[src/rtl/pc_sequencer_if.sv]
`default_nettype none
// ============================================================================
//  Module      : pc_sequencer_if
//  Description : Instruction-memory fetch bus between the PC sequencer and
//                the instruction-memory wrapper. The request is held until
//                granted. Read data returns on a later rvalid.
//  Signals     : imem_req    - fetch request, held until imem_gnt
//                imem_addr   - fetch address (XLEN bits)
//                imem_gnt    - request accepted this cycle
//                imem_rvalid - imem_rdata valid this cycle
//                imem_rdata  - fetched 32-bit instruction
//  Modports    : master (sequencer side), slave (memory side)
//  Revision    : 1.0 - initial release
// ============================================================================
interface pc_sequencer_if #(
    parameter int XLEN = 32
) ();
    logic            imem_req;
    logic [XLEN-1:0] imem_addr;
    logic            imem_gnt;
    logic            imem_rvalid;
    logic [31:0]     imem_rdata;

    modport master (
        output imem_req,
        output imem_addr,
        input  imem_gnt,
        input  imem_rvalid,
        input  imem_rdata
    );

    modport slave (
        input  imem_req,
        input  imem_addr,
        output imem_gnt,
        output imem_rvalid,
        output imem_rdata
    );
endinterface
`default_nettype wire

[src/rtl/pc_sequencer.sv]
`default_nettype none
// ============================================================================
//  Module      : pc_sequencer
//  Description : Program counter and fetch sequencer. Fetches over the imem
//                bus, holds each instruction until execute retires it, and
//                resolves branches, jal and jalr internally. A retire to a
//                misaligned target redirects to TRAP_VECTOR and pulses trap.
//  Ports       : clk, rst (async, active high)
//                imem       - fetch bus (pc_sequencer_if.master)
//                inst, inst_valid, pc, link_addr - to decode/execute
//                branch, funct3, jump, jalr, rs1_data, rs2_data, imm32
//                           - control-flow inputs for the current inst
//                exec_done, stall - retire control
//                trap, trap_epc   - misaligned-target trap report
//  Options     : `define PC_PERF_CNT_EN adds retired_cnt and taken_cnt
//  Revision    : 1.0 - initial release
// ============================================================================
module pc_sequencer #(
    parameter int              XLEN         = 32,
    parameter logic [XLEN-1:0] RESET_VECTOR = '0,
    parameter logic [XLEN-1:0] TRAP_VECTOR  = XLEN'(32'h0000_0100)
) (
    input  wire logic            clk,
    input  wire logic            rst,
    pc_sequencer_if.master       imem,
    output logic [31:0]          inst,
    output logic                 inst_valid,
    output logic [XLEN-1:0]      pc,
    output logic [XLEN-1:0]      link_addr,
    input  wire logic            branch,
    input  wire logic [2:0]      funct3,
    input  wire logic            jump,
    input  wire logic            jalr,
    input  wire logic [XLEN-1:0] rs1_data,
    input  wire logic [XLEN-1:0] rs2_data,
    input  wire logic [XLEN-1:0] imm32,
    input  wire logic            exec_done,
    input  wire logic            stall,
    output logic                 trap,
    output logic [XLEN-1:0]      trap_epc
`ifdef PC_PERF_CNT_EN
    ,
    output logic [31:0]          retired_cnt,
    output logic [31:0]          taken_cnt
`endif
);

    localparam logic [XLEN-1:0] c_FOUR      = XLEN'(4);
    localparam logic [XLEN-1:0] c_JALR_MASK = ~XLEN'(1);

    typedef enum logic [1:0] {
        S_IDLE  = 2'd0,
        S_REQ   = 2'd1,
        S_WAIT  = 2'd2,
        S_ISSUE = 2'd3
    } state_t;

    state_t          r_state_q, w_state_d;
    logic [XLEN-1:0] r_pc_q, w_pc_d;
    logic [31:0]     r_inst_q, w_inst_d;
    logic            r_trap_q, w_trap_d;
    logic [XLEN-1:0] r_trap_epc_q, w_trap_epc_d;

    // ------------------------------------------------------------------
    // Control-flow resolution
    // ------------------------------------------------------------------
    logic            w_eq, w_lt_s, w_lt_u, w_taken;
    logic [XLEN-1:0] w_link, w_pc_rel, w_jalr_tgt, w_next_pc;
    logic            w_misaligned, w_retire;

    assign w_eq   = (rs1_data == rs2_data);
    assign w_lt_s = ($signed(rs1_data) < $signed(rs2_data));
    assign w_lt_u = (rs1_data < rs2_data);

    always_comb begin
        w_taken = 1'b0;
        case (funct3)
            3'b000:  w_taken = w_eq;
            3'b001:  w_taken = ~w_eq;
            3'b100:  w_taken = w_lt_s;
            3'b101:  w_taken = ~w_lt_s;
            3'b110:  w_taken = w_lt_u;
            3'b111:  w_taken = ~w_lt_u;
            default: w_taken = 1'b0;
        endcase
    end

    // All sums wrap modulo 2^XLEN by construction.
    assign w_link     = r_pc_q + c_FOUR;
    assign w_pc_rel   = r_pc_q + imm32;
    assign w_jalr_tgt = (rs1_data + imm32) & c_JALR_MASK;

    always_comb begin
        w_next_pc = w_link;
        if (jalr) begin
            w_next_pc = w_jalr_tgt;
        end else if (jump) begin
            w_next_pc = w_pc_rel;
        end else if (branch && w_taken) begin
            w_next_pc = w_pc_rel;
        end
    end

    // pc+4 is always aligned when pc is, so only redirects can trap.
    assign w_misaligned = |w_next_pc[1:0];
    assign w_retire     = (r_state_q == S_ISSUE) && exec_done && !stall;

    // ------------------------------------------------------------------
    // Fetch / issue FSM
    // ------------------------------------------------------------------
    always_comb begin
        w_state_d    = r_state_q;
        w_pc_d       = r_pc_q;
        w_inst_d     = r_inst_q;
        w_trap_d     = 1'b0;
        w_trap_epc_d = r_trap_epc_q;
        case (r_state_q)
            S_IDLE: begin
                w_state_d = S_REQ;
            end
            S_REQ: begin
                // rvalid here belongs to no outstanding request; drop it.
                if (imem.imem_gnt) begin
                    w_state_d = S_WAIT;
                end
            end
            S_WAIT: begin
                if (imem.imem_rvalid) begin
                    w_inst_d  = imem.imem_rdata;
                    w_state_d = S_ISSUE;
                end
            end
            S_ISSUE: begin
                if (w_retire) begin
                    w_state_d = S_REQ;
                    if (w_misaligned) begin
                        w_pc_d       = TRAP_VECTOR;
                        w_trap_d     = 1'b1;
                        w_trap_epc_d = r_pc_q;
                    end else begin
                        w_pc_d = w_next_pc;
                    end
                end
            end
            default: begin
                w_state_d = S_IDLE;
            end
        endcase
    end

    always_ff @(posedge clk or posedge rst) begin
        if (rst) begin
            r_state_q    <= S_IDLE;
            r_pc_q       <= RESET_VECTOR;
            r_inst_q     <= '0;
            r_trap_q     <= 1'b0;
            r_trap_epc_q <= '0;
        end else begin
            r_state_q    <= w_state_d;
            r_pc_q       <= w_pc_d;
            r_inst_q     <= w_inst_d;
            r_trap_q     <= w_trap_d;
            r_trap_epc_q <= w_trap_epc_d;
        end
    end

    assign imem.imem_req  = (r_state_q == S_REQ);
    assign imem.imem_addr = r_pc_q;
    assign inst           = r_inst_q;
    assign inst_valid     = (r_state_q == S_ISSUE);
    assign pc             = r_pc_q;
    assign link_addr      = w_link;
    assign trap           = r_trap_q;
    assign trap_epc       = r_trap_epc_q;

`ifdef PC_PERF_CNT_EN
    // ------------------------------------------------------------------
    // Performance counters; a trapping retire counts as retired only.
    // ------------------------------------------------------------------
    logic [31:0] r_retired_cnt_q, w_retired_cnt_d;
    logic [31:0] r_taken_cnt_q, w_taken_cnt_d;

    always_comb begin
        w_retired_cnt_d = r_retired_cnt_q;
        w_taken_cnt_d   = r_taken_cnt_q;
        if (w_retire) begin
            w_retired_cnt_d = r_retired_cnt_q + 32'd1;
            if (!w_misaligned && (w_next_pc != w_link)) begin
                w_taken_cnt_d = r_taken_cnt_q + 32'd1;
            end
        end
    end

    always_ff @(posedge clk or posedge rst) begin
        if (rst) begin
            r_retired_cnt_q <= '0;
            r_taken_cnt_q   <= '0;
        end else begin
            r_retired_cnt_q <= w_retired_cnt_d;
            r_taken_cnt_q   <= w_taken_cnt_d;
        end
    end

    assign retired_cnt = r_retired_cnt_q;
    assign taken_cnt   = r_taken_cnt_q;
`endif

endmodule
`default_nettype wire

[src/flat_wrapper.sv]
// flat-port wrapper written by rule: the top's interface ports become plain ports
module pc_sequencer_flat 
#(
    parameter int              XLEN         = 32,
    parameter logic [XLEN-1:0] RESET_VECTOR = '0,
    parameter logic [XLEN-1:0] TRAP_VECTOR  = XLEN'(32'h0000_0100)
)
  (clk, rst, inst, inst_valid, pc, link_addr, branch, funct3, jump, jalr, rs1_data, rs2_data, imm32, exec_done, stall, trap, trap_epc, imem_imem_req, imem_imem_addr, imem_imem_gnt, imem_imem_rvalid, imem_imem_rdata);
  pc_sequencer_if #(.XLEN(XLEN)) imem_i ();
  input  wire logic clk;
  input  wire logic rst;
  output logic [31:0] inst;
  output logic inst_valid;
  output logic [XLEN-1:0] pc;
  output logic [XLEN-1:0] link_addr;
  input  wire logic branch;
  input  wire logic [2:0] funct3;
  input  wire logic jump;
  input  wire logic jalr;
  input  wire logic [XLEN-1:0] rs1_data;
  input  wire logic [XLEN-1:0] rs2_data;
  input  wire logic [XLEN-1:0] imm32;
  input  wire logic exec_done;
  input  wire logic stall;
  output logic trap;
  output logic [XLEN-1:0] trap_epc;
  output wire logic [$bits(imem_i.imem_req)-1:0] imem_imem_req;
  output wire logic [$bits(imem_i.imem_addr)-1:0] imem_imem_addr;
  input wire logic [$bits(imem_i.imem_gnt)-1:0] imem_imem_gnt;
  input wire logic [$bits(imem_i.imem_rvalid)-1:0] imem_imem_rvalid;
  input wire logic [$bits(imem_i.imem_rdata)-1:0] imem_imem_rdata;
  assign imem_imem_req = imem_i.imem_req;
  assign imem_imem_addr = imem_i.imem_addr;
  assign imem_i.imem_gnt = imem_imem_gnt;
  assign imem_i.imem_rvalid = imem_imem_rvalid;
  assign imem_i.imem_rdata = imem_imem_rdata;
  pc_sequencer #(.XLEN(XLEN), .RESET_VECTOR(RESET_VECTOR), .TRAP_VECTOR(TRAP_VECTOR)) u_core (.clk(clk), .rst(rst), .imem(imem_i), .inst(inst), .inst_valid(inst_valid), .pc(pc), .link_addr(link_addr), .branch(branch), .funct3(funct3), .jump(jump), .jalr(jalr), .rs1_data(rs1_data), .rs2_data(rs2_data), .imm32(imm32), .exec_done(exec_done), .stall(stall), .trap(trap), .trap_epc(trap_epc));
endmodule
[config.mk]
export PLATFORM = sky130hd
export DESIGN_NAME = pc_sequencer_flat
export DESIGN_NICKNAME = d
export VERILOG_FILES = /design/src/rtl/pc_sequencer_if.sv /design/src/rtl/pc_sequencer.sv /design/src/flat_wrapper.sv
export SDC_FILE = /design/constraint.sdc
export NUM_CORES = 1
export LEC_CHECK = 0
export BUFFER_PORTS_ARGS = -buffer_cell sky130_fd_sc_hd__buf_2
export CORE_ASPECT_RATIO = 0.6
export CORE_MARGIN = 2
export CORE_UTILIZATION = 30
export CTS_CLUSTER_SIZE = 8
export DETAILED_ROUTE_END_ITERATION = 12
export GPL_TIMING_DRIVEN = 0
export PLACE_DENSITY = 0.52
export SYNTH_ARGS = -nofsm -noshare
export SYNTH_HDL_FRONTEND = slang
export SYNTH_SLANG_ARGS = --single-unit
[constraint.sdc]
create_clock -name clk -period 4.35 [get_ports clk]
set_input_delay 0.2175 -clock clk [delete_from_list [all_inputs] [get_ports clk]]
set_output_delay 0.2175 -clock clk [all_outputs]
set_load 0.005 [all_outputs]
==> metrics.md, run 1 <==
| Metric | Value |
|---|---|
| Most common cell after layout, fill and taps aside | `buf_2` |
| CTS tree | `built` |
| Syn Inst Count | `1027` |
| Die X | `229 um` |
| Io pins | `303` |
| Critical Path Source | `u_core.imem.imem_addr[4]` |
| Initial Util | `30.4%` |
| Drt via density | `5.05` |
| Yosys top cell area share | `27.2%` |
| Asr flop ratio synth | `100%` |
| Port bufs | `302` |
| Distinct cell type count after synthesis | `68` |
| H-tree depth | `3` |
| Worst Max-Slew Pin Slew | `about 870 ps` |
| Top_reg_cell synth | `dfrtp_1` |
| Clock-pin slew on the worst setup and hold paths | `70 ps` |
| Relative slew slack | `40.4%` |
| Power, Total | `6.46 mW` |
| Fill cell count | `3201` |
| Num CTS Buffers | `9` |
| Grt ovf | `0` |
| Worst hold path class | `input port to flop` |
| Hold Path Origin | `imem_imem_rdata[21]` |
| PD cells | `roughly 560 nW/um2` |
| Post-Syn Nets | `1267` |
| Vias | `8865` |
| Slack of the worst reg-to-reg path | `approximately 440 ps` |
| Worst Hold Path EP | `u_core.inst[21]` |
| Fmax | `0.256 GHz` |
| Final Slew Violations | `0` |
| Unrepaired setup endpoints after global routing | `no` |
| DRC violations left | `0` |
| Clk sinks | `99` |
| DRT iter0 DRCs | `598` |
| Final HPWL DP | `roughly 29000 um` |
| N_diodes | `0` |
| Critical path data arrival time | `4170 ps` |
| Area Overhead vs Synth | `26.4%` |
| Max-Cap Viols | `0` |
| Status | `finished clean` |
| Clk root buf | `clkbuf_16` |
| Peak VDD IR | `226 uV` |
| Finished Core Util | `38.5%` |
| Placed Cells | `1738` |
| Layout Skew | `8.94 ps` |
| CP Max Fanout | `10` |
| Die area | `~32000 um2` |
| Synth Cell Area | `9100 um2` |
| Hold WS | `98.0 ps` |
| GR Util All Layers | `21.1%` |
| Final wirelength | `34300 um` |
| YS warnings | `0` |
| Largest area contributor in the netlist | `dfrtp_1` |
| Flops & latches, synth | `99` |
| Clk Latency, worst-skew pair | `around 350 ps` |
| Nets | `roughly 1600` |
| Cells on worst reg2reg path | `11` |
| Core Region | `between 20000 and 30000 um2` |
| First-pass GRT wire length | `51000 um` |
| Number of synthesized flops with an enable pin | `0` |
| R2r startpoint | `u_core.imem.imem_addr[4]` |
| Average size of a mapped cell | `8.86 um2` |
| Vias in the first global route | `8348` |
| Rows | `49` |
| Clk buf depth | `2` |
| Worst EP required | `about 4600 ps` |
| Final Hold Fails | `0` |
| Antenna violations before repair | `0` |
| Final ANT Viol Nets | `0` |
| Post-Layout Cell Count | `around 1800` |
| Crit path capture type | `flop` |
| Share of cells above drive strength 1 | `between 30% and 40%` |
| Final TNS setup | `0 ps` |
| Min cycle time layout | `3910 ps` |
| Final setup fails | `0` |
| WS Path Type | `flop to flop` |
| Routability cong. | `approximately 0.9` |
| Worst R2R End | `u_core.imem.imem_addr[25]` |
| Hold depth | `2` |
| Largest net degree at the start of global routing | `between 60 and 70` |
| Area contributors post-synth | `dfrtp_1, ha_1, mux2_2` |
| Fin crit share | `89.8%` |
| Sequential area share after synthesis | `a little over a quarter` |
| CP Launch Type | `flop` |
| Wirelength per Cell | `between 15 and 20 um` |
| DR pass1 iterations | `5` |
| Leak Pwr | `5.94 nW` |
| Most frequent cells in the layout | `buf_2, dfrtp_1, ha_1, nand2_1, a21oi_1` |
| Die H | `approximately 140 um` |
-- routing by layer --
metal | track usage [%] | wire length (um) | vias to the layer above
met5 | 0 | 0 | -
met1 | 33.1 | 17900 | 4108
met4 | 6.22 | 675 | 0
met2 | 29.7 | 13500 | 377
met3 | 2.41 | 2230 | 32
li1 | - | - | 4348
-- worst max path at each step --
| stage | to | slack [ps] |
|---|---|---|
| finish | u_core.imem.imem_addr[25] | 440 |
| global route | u_core.imem.imem_addr[25] | 190 |
| CTS | u_core.imem.imem_addr[25] | 290 |
| detailed placement | u_core.imem.imem_addr[25] | 310 |
| global placement | u_core.imem.imem_addr[25] | 320 |
| floorplan | u_core.imem.imem_addr[30] | 1190 |
-- per-stage QoR --
stage	cell area, um2	setup slack (ps)
2_1_floorplan	9100	1190
3_3_place_gp	11100	319
3_5_place_dp	11200	314
4_1_cts	11500	288
5_1_grt	11500	193
6_report	11500	442
-- worst max-delay path, stage by stage (launching register included) --
cell and delay [ps]:
dfrtp_1 550, ha_1 430, o211ai_1 110, o21ai_0 450, o211ai_1 180, a2111oi_1 750
a21oi_1 250, a311oi_1 400, a211oi_1 100, xnor2_1 250, a211oi_1 120, o31ai_1 230
-- cells by family (layout without fill, tap and decap cells) --
logic type | Yosys count | count (layout) | synth area share [%]
and+or+nand+nor | 273 | 273 | 14.6
adders and majority gates | 100 | 100 | 13.9
xor gates and xnor gates | 80 | 80 | 7.70
DFF | 99 | 99 | 27.2
AOI/OAI and AO/OA | 263 | 263 | 19.1
muxes | 87 | 87 | 10.5
buffers and inverters | 125 | 445 | 7.02
-- synth_stat cells (all sizes together), types with 4 or more instances --
library cell and count:
a31oi 11, nand2 85, a2111oi 4, nor4 5, buf 45, o21bai 7, a32o 9, nor2b 11
nand2b 6, nand3 24, inv 58, mux2 68, clkbuf 22, and3 10, and4 4, a211oi 10
dfrtp 99, o2111ai 4, nand4 18, xor2 30, o21ai 54, and2 8, xnor2 50, a221oi 4
or2 5, a22o 8, nor3 18, a21oi 70, nor2 65, o21a 12, ha 98, or3 4
mux2i 19, a21o 24, o211ai 13
-- cell type report --
cell class	count	area (um2)	share of cell area [%]
Buffer	67	422	3.66
Multi-Input combinational cell	803	5990	52.0
Sequential cell	99	2480	21.5
Clock buffer	10	229	1.99
Timing Repair Buffer	304	1550	13.5
Tap cell	408	510	4.44
Inverter	58	220	1.91
Clock inverter	6	113	0.978
-- state kept, by name (all words and copies together) (netlist names) --
name,cells
u_core.imem.imem_addr,32
u_core.inst,32
u_core.r_state_q,2
u_core.trap,1
u_core.trap_epc,32
-- report_power, final --
| part | leakage (nW) | total, mW | switching (mW) | internal (mW) |
|---|---|---|---|---|
| Clock | 0.167 | 0.916 | 0.351 | 0.564 |
| Combinational | 4.51 | 3.63 | 1.87 | 1.77 |
| Sequential | 1.26 | 1.91 | 0.586 | 1.33 |
| Total | 5.94 | 6.46 | 2.80 | 3.66 |
-- repair_timing --
action	4_1_cts	5_1_grt
hold endpoints to repair	36	0
buffers inserted	0	0
hold buffers	1	0
setup endpoints to repair	0	1
gates resized for setup	0	1
No activity file was read; power rests on OpenSTA's default activity.
==> run 2, diff against run 1 <==
--- a/config.mk
+++ b/config.mk
@@ -9,8 +9,10 @@
 export CORE_ASPECT_RATIO = 0.6
 export CORE_MARGIN = 2
 export CORE_UTILIZATION = 30
+export CTS_BUF_LIST = sky130_fd_sc_hd__clkbuf_8
 export CTS_CLUSTER_SIZE = 8
 export DETAILED_ROUTE_END_ITERATION = 12
+export GPL_ROUTABILITY_DRIVEN = 0
 export GPL_TIMING_DRIVEN = 0
 export PLACE_DENSITY = 0.52
 export SYNTH_ARGS = -nofsm -noshare
==> metrics.md, run 2 (synthesis results as in run 1) <==
| Metric | Value |
|---|---|
| Status | `finished clean` |
| Io pins | `303 (unchanged)` |
| Cell internal pwr | `3.33 mW (-9.0%)` |
| Comb pwr share | `59.5% (+3.3 points)` |
| Final wirelength | `34000 um (-0.84%)` |
| Fmax | `0.249 GHz (-2.5%)` |
| Power, Total | `6.07 mW (-6.0%)` |
| Worst Max-Slew Pin Slew | `998 ps (+127 ps)` |
| Worst hold path class | `input port to flop` |
| Wirelength per Cell | `19.4 um (-0.84%)` |
| H-tree depth | `3 (unchanged)` |
| Worst EP required | `4590 ps (-20 ps)` |
| Port bufs | `302 (unchanged)` |
| Critical path data arrival time | `4240 ps (+70 ps)` |
| Vias | `8842 (-0.26%)` |
| Finished Cell Area | `11300 um2 (-1.4%)` |
| Finished Core Util | `37.9% (-0.54 points)` |
| Switching fraction of total power | `45.2% (+1.8 points)` |
| CP Launch Type | `flop` |
| Max-Cap Viols | `0 (unchanged)` |
| Clk root buf | `clkbuf_8` |
| Clock power share | `9.0% (-5.2 points)` |
| GR Util All Layers | `21.1% (about the same)` |
| Final Hold Fails | `0 (unchanged)` |
| Drt via density | `5.04 (-0.26%)` |
| Final TNS setup | `0 ps (unchanged)` |
| Final Slew Violations | `0 (unchanged)` |
| CTS tree | `built` |
| Final HPWL DP | `28600 um (-1.2%)` |
| Worst setup margin | `342 ps (-100 ps)` |
| Hold Path Origin | `imem_imem_rdata[1]` |
| Num CTS Buffers | `9 (unchanged)` |
| Clk buf depth | `2 (unchanged)` |
| CP Cell Sequence | `ha_1 > o211ai_1 > o21ai_0 > o211ai_1 > a2111oi_1 > a21oi_1 > a311oi_1 > a211oi_1 > xnor2_1 > a211oi_1 > o31ai_1` |
| DRT iter0 DRCs | `655 (+9.5%)` |
| Unrepaired setup endpoints after global routing | `no` |
| Clk Latency, worst-skew pair | `370 ps (+20 ps)` |
| First-pass GRT wire length | `51300 um (+0.47%)` |
| Hold WS | `83.0 ps (-15.0 ps)` |
| Min cycle time layout | `4010 ps (+100 ps)` |
| Vias in the first global route | `8482 (+1.6%)` |
| DR pass1 iterations | `6 (+1)` |
| Nets | `1582 (unchanged)` |
| Net Sw Power | `2.75 mW (-2.0%)` |
| Share of cells above drive strength 1 | `32.7% (unchanged)` |
| Post-Layout Cell Count | `1755 (unchanged)` |
| Initial Util | `30.4% (unchanged)` |
| Die H | `139 um (unchanged)` |
| Crit path largest cell delay | `700 ps (-50 ps)` |
| Cell family with most CP delay | `compound AO/OA/AOI/OAI gates` |
| Critical Path Source | `u_core.imem.imem_addr[2]` |
| Die X | `229 um (unchanged)` |
| Crit path capture type | `flop` |
| PD cells | `535 nW/um2 (-4.7%)` |
| CP Max Fanout | `10 (unchanged)` |
| Place WS | `307 ps (-6.49 ps)` |
| Fill cell count | `3159 (-1.3%)` |
| R2r startpoint | `u_core.imem.imem_addr[2]` |
| Largest net degree at the start of global routing | `58 (-9.4%)` |
| Clk sinks | `99 (unchanged)` |
| Final setup fails | `0 (unchanged)` |
| Die area | `31800 um2 (unchanged)` |
| Post-DP Area | `11200 um2 (unchanged)` |
| DRC violations left | `0 (unchanged)` |
| Relative slew slack | `33.2% (-7.2 points)` |
| Sequential share of power | `31.5% (+1.9 points)` |
| Area Overhead vs Synth | `24.6%` |
| Most frequent cells in the layout | `buf_2, dfrtp_1, ha_1, nand2_1, a21oi_1` |
| Layout Skew | `11.3 ps (+2.38 ps)` |
| Placed Cells | `1738 (unchanged)` |
| Grt ovf | `0 (unchanged)` |
| Leak Pwr | `5.86 nW (-1.3%)` |
| Most common cell after layout, fill and taps aside | `buf_2` |
| Antenna violations before repair | `1 (+1)` |
| Crit-path slowest cell | `a2111oi_1` |
| WS Path Type | `flop to flop` |
| Rows | `49 (unchanged)` |
| Final ANT Viol Nets | `0 (unchanged)` |
| Core Region | `29900 um2 (unchanged)` |
| Fin crit share | `92.1% (+2.3 points)` |
| Clock-pin slew on the worst setup and hold paths | `100 ps (+30 ps)` |
| N_diodes | `0 (unchanged)` |
| CP bufs+invs | `0 (unchanged)` |
| Peak VDD IR | `148 uV (-35%)` |
-- run 2: cell count changes in the layout (fill, tap and decap cells not counted), sizes merged --
cell,delta
bufinv,-3
clkbuf,+1
clkinvlp,+2
-- run 2: path summary, 6_finish.rpt --
path	endpoint	slack [ps]	cells after the start
max reg2reg	u_core.imem.imem_addr[25]	340	11
max in group asynchronous	u_core.imem.imem_addr[26]	3220	4
max	u_core.imem.imem_addr[25]	340	11
min reg2reg	u_core.inst[19]	500	1
min in group asynchronous	u_core.trap_epc[11]	450	3
min	u_core.inst[1]	80	2
-- run 2: cell type report --
cell class | instances | area, um2 | share of cell area [%]
clock inverter | 5 | 28.8 | 0.254
inverter | 58 | 220 | 1.94
multi-input combinational | 803 | 5990 | 52.8
buffer | 67 | 422 | 3.72
tap | 408 | 510 | 4.50
clock buffer | 11 | 151 | 1.33
sequential | 99 | 2480 | 21.8
timing repair buffer | 304 | 1550 | 13.7
-- run 2: timing repair --
item | 4_1_cts | 5_1_grt
resized for setup | 0 | 1
setup buffers | 0 | 0
setup endpoints to repair | 0 | 1
hold endpoints to repair | 42 | 0
hold buffers | 1 | 0
-- run 2: power groups by stage --
stage	Sequential (mW)	Clock, mW	Combinational [mW]
floorplan	1.72	0	2.21
global placement	1.92	0	3.55
detailed placement	1.94	0	3.58
CTS	1.92	0.575	3.59
global route	1.99	0.611	3.96
finish	1.91	0.549	3.61
-- run 2: routing by layer --
| metal | vias to the layer above | GRT usage, % | share of wire, % |
|---|---|---|---|
| met4 | 0 | 5.02 | 1.6 |
| met1 | 4104 | 32.1 | 51 |
| met2 | 365 | 30.2 | 40 |
| li1 | 4347 | - | - |
| met5 | - | 0 | 0 |
| met3 | 26 | 4.19 | 8.0 |
